`config.mk`:
```
export PLATFORM = sky130hd
export DESIGN_NAME = input_debouncer_flat
export DESIGN_NICKNAME = d
export VERILOG_FILES = /design/src/rtl/input_debouncer_pkg.sv /design/src/rtl/input_debouncer_if.sv /design/src/rtl/input_debouncer_sync_chain.sv /design/src/rtl/input_debouncer.sv /design/src/flat_wrapper.sv
export SDC_FILE = /design/constraint.sdc
export NUM_CORES = 1
export LEC_CHECK = 0
export CAP_MARGIN = 0
export CORE_UTILIZATION = 48
export DETAILED_ROUTE_END_ITERATION = 6
export PLACE_DENSITY = 0.87
export SYNTH_ARGS = -nofsm -noshare
export SYNTH_HDL_FRONTEND = slang
export SYNTH_SLANG_ARGS = --single-unit
```
`constraint.sdc`:
```
create_clock -name clk -period 1.81 [get_ports clk]
set_input_delay 0.362 -clock clk [delete_from_list [all_inputs] [get_ports clk]]
set_output_delay 0.362 -clock clk [all_outputs]
set_load 0.01 [all_outputs]
```
`src/rtl/input_debouncer_pkg.sv`:
```
// Shared types and sizing helpers for the input debouncer.
package input_debouncer_pkg;

   typedef enum logic {
      STABLE  = 1'b0,
      PENDING = 1'b1
   } state_t;

   // Width of the qualification counter; never narrower than one bit.
   function automatic int cnt_width(input int cycles);
      return ($clog2(cycles) < 1) ? 1 : $clog2(cycles);
   endfunction

endpackage

```
`src/rtl/input_debouncer_if.sv`:
```
// Signal bundle between an input debouncer and whoever drives/observes it.
interface input_debouncer_if #(
   parameter int GLITCH_W = 8
);
   logic                data_in;
   logic                glitch_clr;
   logic                data_out;
   logic                rise_pulse;
   logic                fall_pulse;
   logic                busy;
   logic [GLITCH_W-1:0] glitch_count;

   modport master (
      output data_in, glitch_clr,
      input  data_out, rise_pulse, fall_pulse, busy, glitch_count
   );

   modport slave (
      input  data_in, glitch_clr,
      output data_out, rise_pulse, fall_pulse, busy, glitch_count
   );
endinterface

```
`src/rtl/input_debouncer_sync_chain.sv`:
```
// Plain N-flop synchroniser; no logic between the flops so the chain can be
// recognised and constrained as a metastability path.
module sync_chain #(
   parameter int   STAGES      = 2,
   parameter logic RESET_LEVEL = 1'b0
) (
   input  logic clk,
   input  logic reset,
   input  logic d,
   output logic q
);

   logic [STAGES-1:0] ff;

   // Shift the raw input through the chain; reset preloads the idle level.
   always_ff @(posedge clk) begin
      if (reset) ff <= {STAGES{RESET_LEVEL}};
      else       ff <= {ff[STAGES-2:0], d};
   end

   assign q = ff[STAGES-1];

endmodule

```
`src/rtl/input_debouncer.sv`:
```
// Debouncer: synchronise, qualify a level change over DEBOUNCE_CYCLES samples,
// emit a clean level plus edge pulses and count rejected candidates.
//
//   state   | meaning
//   STABLE  | synchronised input agrees with data_out
//   PENDING | input differs from data_out, counting consecutive samples
module input_debouncer
   import input_debouncer_pkg::*;
#(
   parameter int   SYNC_STAGES     = 2,
   parameter int   DEBOUNCE_CYCLES = 16,
   parameter logic RESET_LEVEL     = 1'b0,
   parameter int   GLITCH_W        = 8
) (
   input  logic            clk,
   input  logic            reset,
   input_debouncer_if.slave bus
);

   localparam int                 CNT_W    = cnt_width(DEBOUNCE_CYCLES);
   localparam logic [CNT_W-1:0]   CNT_LAST = CNT_W'(DEBOUNCE_CYCLES - 1);
   localparam logic [GLITCH_W-1:0] GC_MAX  = '1;

   logic                s;
   state_t              state;
   logic [CNT_W-1:0]    cnt;
   logic                level;
   logic                rise_q;
   logic                fall_q;
   logic [GLITCH_W-1:0] gc;
   logic                glitch;

   sync_chain #(
      .STAGES      (SYNC_STAGES),
      .RESET_LEVEL (RESET_LEVEL)
   ) u_sync (
      .clk   (clk),
      .reset (reset),
      .d     (bus.data_in),
      .q     (s)
   );

   // A candidate that falls back to the current level before qualifying.
   assign glitch = (state == PENDING) && (s == level);

   // Qualification FSM, output level/pulses and saturating glitch counter.
   always_ff @(posedge clk) begin
      if (reset) begin
         state  <= STABLE;
         cnt    <= '0;
         level  <= RESET_LEVEL;
         rise_q <= 1'b0;
         fall_q <= 1'b0;
         gc     <= '0;
      end else begin
         rise_q <= 1'b0;
         fall_q <= 1'b0;
         case (state)
            STABLE: begin
               if (s != level) begin
                  state <= PENDING;
                  cnt   <= CNT_W'(1);
               end
            end
            PENDING: begin
               if (s == level) begin
                  state <= STABLE;
                  cnt   <= '0;
               end else if (cnt == CNT_LAST) begin
                  level  <= s;
                  rise_q <= s;
                  fall_q <= ~s;
                  state  <= STABLE;
                  cnt    <= '0;
               end else begin
                  cnt <= cnt + CNT_W'(1);
               end
            end
         endcase
         // Clear wins over a coincident glitch.
         if (bus.glitch_clr)              gc <= '0;
         else if (glitch && gc != GC_MAX) gc <= gc + GLITCH_W'(1);
      end
   end

   assign bus.data_out     = level;
   assign bus.rise_pulse   = rise_q;
   assign bus.fall_pulse   = fall_q;
   assign bus.busy         = (state == PENDING);
   assign bus.glitch_count = gc;

endmodule
```
`src/flat_wrapper.sv`:
```
// flat-port wrapper written by rule: the top's interface ports become plain ports
module input_debouncer_flat import input_debouncer_pkg::*;
#(
   parameter int   SYNC_STAGES     = 2,
   parameter int   DEBOUNCE_CYCLES = 16,
   parameter logic RESET_LEVEL     = 1'b0,
   parameter int   GLITCH_W        = 8
)
  (clk, reset, bus_data_in, bus_glitch_clr, bus_data_out, bus_rise_pulse, bus_fall_pulse, bus_busy, bus_glitch_count);
  input_debouncer_if #(.GLITCH_W(GLITCH_W)) bus_i ();
  input  logic clk;
  input  logic reset;
  input wire logic [$bits(bus_i.data_in)-1:0] bus_data_in;
  input wire logic [$bits(bus_i.glitch_clr)-1:0] bus_glitch_clr;
  output wire logic [$bits(bus_i.data_out)-1:0] bus_data_out;
  output wire logic [$bits(bus_i.rise_pulse)-1:0] bus_rise_pulse;
  output wire logic [$bits(bus_i.fall_pulse)-1:0] bus_fall_pulse;
  output wire logic [$bits(bus_i.busy)-1:0] bus_busy;
  output wire logic [$bits(bus_i.glitch_count)-1:0] bus_glitch_count;
  assign bus_i.data_in = bus_data_in;
  assign bus_i.glitch_clr = bus_glitch_clr;
  assign bus_data_out = bus_i.data_out;
  assign bus_rise_pulse = bus_i.rise_pulse;
  assign bus_fall_pulse = bus_i.fall_pulse;
  assign bus_busy = bus_i.busy;
  assign bus_glitch_count = bus_i.glitch_count;
  input_debouncer #(.SYNC_STAGES(SYNC_STAGES), .DEBOUNCE_CYCLES(DEBOUNCE_CYCLES), .RESET_LEVEL(RESET_LEVEL), .GLITCH_W(GLITCH_W)) u_core (.clk(clk), .reset(reset), .bus(bus_i));
endmodule
```
==> results.rst <==
.. list-table::
   :header-rows: 1

   * - Metric
     - Value
   * - Share of the synthesized area in compound gates (AO/OA/AOI/OAI)
     - 18.2%
   * - Final number of hold-violating endpoints
     - 0
   * - # nets final
     - 106
   * - Logic depth of the worst setup path including buffers
     - 1
   * - Cell Chain, Critical Path
     - clkdlybuf4s50_1
   * - Internal Dissipation
     - 495 uW
   * - Setup repair after global routing missed its margin
     - false
   * - Share of synthesized area spent on multiplexers
     - 2.49%
   * - Max IR drop VDD
     - 0.418 mV
   * - Clock root cell
     - clkbuf_4
   * - CTS hold repair buffers
     - 0
   * - TNS Setup
     - 0 ns
   * - Area occupied by multi-input gates
     - 430 sq um
   * - Run status
     - complete, no violations
   * - Sequential-to-total area share from yosys stat
     - 44.8%
   * - CP Capture Point
     - bus_glitch_count[3]
   * - Design area
     - 1000 sq um
   * - Horizontal extent of the die
     - 42.9 um
   * - Core Footprint
     - 1540 sq um
   * - Die area
     - 1840 sq um
   * - Wirelength, routed
     - 1.45 mm
   * - Buffers added on ports
     - 15
   * - Vias per Instance
     - 5.96
   * - Avg Synthesized Cell Area
     - 10.1 sq um
   * - Post-layout min period
     - 1.68 ns
   * - Final core utilization
     - 64.9%
   * - Critical path startpoint
     - u_core.bus.glitch_count[3]
   * - Synth warn
     - 0
   * - Gp weighted congestion
     - 0.824
   * - Detailed router's first-iteration violation count
     - 13
   * - Kind of start point of the critical path
     - flip-flop
   * - Worst-path fanout max
     - 6
   * - Number of H-tree levels
     - 1
   * - Clock transition at the registers of the reported paths
     - 0.10 ns
   * - Adder-cell share of the synthesized area
     - 3.11%
   * - Synthesized area
     - 805 sq um
   * - Count of final setup violators
     - 0
   * - Maximum number of pins on one net before global-route repair
     - 11
   * - Critical Setup Path Class
     - flip-flop to output port
   * - Number of filler cells placed in the layout
     - 127
   * - Number of cells traversed by the worst register-to-register path
     - 5
   * - Synth Area in Simple Gates
     - 21.9%
   * - Leakage
     - 0.354 nW
   * - Count of buffering cells on the critical path with inverters included
     - 1
   * - Slew at the pin with the worst max-slew slack
     - 0.291 ns
   * - Number of pins exceeding their max-slew limit in the final report
     - 0
   * - Count of different cell masters after synthesis
     - 32
   * - Gate power share
     - 5.3%
   * - Count of unresolved DRC violations after routing
     - 0
   * - Number of storage elements in the synthesis netlist
     - 18
   * - CP required
     - 1.45 ns
   * - Number of buffers inserted to repair setup after CTS
     - 0
   * - Detailed-route via count
     - 679
   * - Count of max-cap constraint violations
     - 0
   * - Portion of total power attributed to the clock network
     - 31.0%
   * - Wire length of the first global-routing pass
     - 2.51 mm
   * - Setup Skew
     - 0.0115 ns
   * - Chip height
     - 42.9 um
   * - Vias in the first global route
     - 621
   * - Growth of design area from synthesis to finish
     - 24.3%
   * - Critical path endpoint category
     - output port
   * - Cell count after synthesis
     - 80
   * - Starting density of the core
     - 52.2%
   * - Layout cell share with drive strength beyond 1
     - 11.2%
   * - Number of antenna-violating nets in the routed design
     - 0
   * - Sw frac
     - 22.0%
   * - NetSw
     - 139 uW
   * - Period utilization
     - 92.6%
   * - Iteration count of the initial detailed-routing pass
     - 4
   * - TritonCTS buffer count
     - 3
   * - Main combinational cell family by area after synthesis
     - simple AND/OR/NAND/NOR gates
   * - Crit path arrival time
     - 1.31 ns
   * - Inserted Diodes
     - 0
   * - Mapped Nets
     - 86
   * - Number of antenna violations at the first check in global routing
     - 0
   * - Detailed Place HPWL
     - 1.09 mm
   * - Critical register-to-register path endpoint
     - u_core.bus.glitch_count[6]
   * - Gr ovfl total
     - 0
   * - Peak Freq
     - 597 MHz
   * - Overall routing resource usage
     - 18.8%
   * - Number of rows created at floorplan
     - 14
   * - Part of the total power dissipated in sequential elements
     - 63.7%
   * - Post-Synth XOR/XNOR Area
     - 7.78%
   * - Reg-to-reg slack, setup
     - 0.24 ns
   * - Clock tree from TritonCTS
     - built
   * - Avg WL per Cell
     - 12.7 um
   * - Worst-case headroom to the max-slew limit
     - 80.5%
   * - Power density over cell area
     - 635 nW/um^2
   * - Startpoint of the worst register-to-register path
     - u_core.bus.glitch_count[0]
   * - Min-delay worst type
     - flip-flop to flip-flop
   * - Combined flip-flop and latch cell area
     - 362 sq um
   * - Top-level port count
     - 16
   * - Critical path's largest stage delay
     - 0.57 ns
   * - Sinks on Clock Net
     - 18
   * - Hold Worst Slack
     - 0.456 ns
   * - Maximum clock insertion buffer count
     - 2
   * - Clock insertion delay at the later pin of the skew report
     - 0.30 ns
   * - Category of cells accounting for the largest share of critical-path delay
     - buffers and inverters
   * - Placed cell area
     - 976 sq um
   * - Worst path slowest cell
     - clkdlybuf4s50_1
kinds of logic (layout without fill, tap and decap cells):
kind of cell	after synthesis	after routing
mux	2	2
xor+xnor	5	5
compound gates	20	20
flops	18	18
fa+ha+maj	2	2
simple gates	31	31
buf+inv	2	20
cell type report:
| cell class | instances | area share, % |
|---|---|---|
| Multi-Input combinational cell | 60 | 43.1 |
| Timing Repair Buffer | 17 | 16.5 |
| Tap cell | 16 | 2.00 |
| Clock buffer | 3 | 2.25 |
| Sequential cell | 18 | 36.2 |
power by group through the flow:
stage | combinational, mW | sequential (mW) | clock, mW
final | 0.0335 | 0.405 | 0.197
after global routing | 0.0365 | 0.406 | 0.225
after CTS | 0.0338 | 0.405 | 0.203
after detailed placement | 0.0337 | 0.414 | 0
after global placement | 0.0330 | 0.414 | 0
after floorplan | 0.0199 | 0.414 | 0
metal layers:
layer	vias to the layer above	GRT usage (%)	wire [um]
li1	333	-	-
met1	325	18.4	578
met2	17	32.1	771
met3	4	9.79	74
met4	0	9.70	27
met5	-	0	0
what timing repair did:
action                     4_1_cts  5_1_grt
setup endpoints to repair        0        1
hold endpoints to repair         0        0
gates resized for setup          0        1
stage by stage:
step / power (mW) / setup slack [ns] / instances
floorplan: 0.434 / 0.334 / 80
global placement: 0.446 / 0.352 / 111
detailed placement: 0.447 / 0.272 / 111
CTS: 0.642 / 0.0218 / 114
global route: 0.667 / 0.0566 / 114
finish: 0.635 / 0.135 / 114
state kept, by name, indices dropped and copies added, names as in the netlist:
register,count
u_core.bus.rise_pulse,1
u_core.bus.fall_pulse,1
u_core.bus.data_out,1
u_core.cnt,4
u_core.bus.busy,1
u_core.bus.glitch_count,8
u_core.u_sync.ff,2
synthesized netlist by cell type, drive strengths merged:
library cell   number  area share (%)
dfxtp              18              45
and4b               1             1.2
mux2i               2             2.5
a21o                1            0.93
a22oi               1            0.93
o211ai              1             2.6
nor4b               2             2.2
a21boi              1            0.93
or2                 1            0.78
nand4               2             1.6
clkdlybuf4s25       1             1.2
xor2                4             4.4
or4                 1            0.93
clkbuf              1            0.47
ha                  2             3.1
nand3               3             1.9
and3                1            0.78
a21oi               6             3.7
nor2                8             3.7
and2                1            0.78
o2111ai             2             3.0
o31ai               1            0.93
nor3b               2             1.9
nor2b               2             1.6
nand3b              1            0.93
a211oi              1            0.93
a31o                1             1.1
o21ai               5             3.1
nand2               3             1.4
or3                 3             2.3
xnor2               1             3.4
placed cells by master, fill, tap and decap left out, types with 2 or more instances in the layout:
master	synthesis	layout
nand4_1	2	2
or3_1	3	3
clkbuf_4	0	3
mux2i_1	2	2
nor3b_1	2	2
xor2_1	4	4
a21oi_1	6	6
o21ai_0	5	5
nand2_1	3	3
nor4b_1	2	2
buf_4	0	2
dfxtp_1	18	17
ha_1	2	2
clkdlybuf4s50_1	0	15
nor2_1	8	8
nor2b_1	2	2
nand3_1	3	3
worst min path at each step:
stage                              from                  end  slack, ns  cells past startpoint
floorplan           u_core.u_sync.ff[0]  u_core.u_sync.ff[1]       0.41                      1
detailed placement  u_core.u_sync.ff[0]  u_core.u_sync.ff[1]       0.43                      1
global route        u_core.u_sync.ff[0]  u_core.u_sync.ff[1]       0.49                      1
CTS                 u_core.u_sync.ff[0]  u_core.u_sync.ff[1]       0.46                      1
global placement    u_core.u_sync.ff[0]  u_core.u_sync.ff[1]       0.43                      1
finish              u_core.u_sync.ff[0]  u_core.u_sync.ff[1]       0.46                      1
Power figures use the tool's default switching activity.
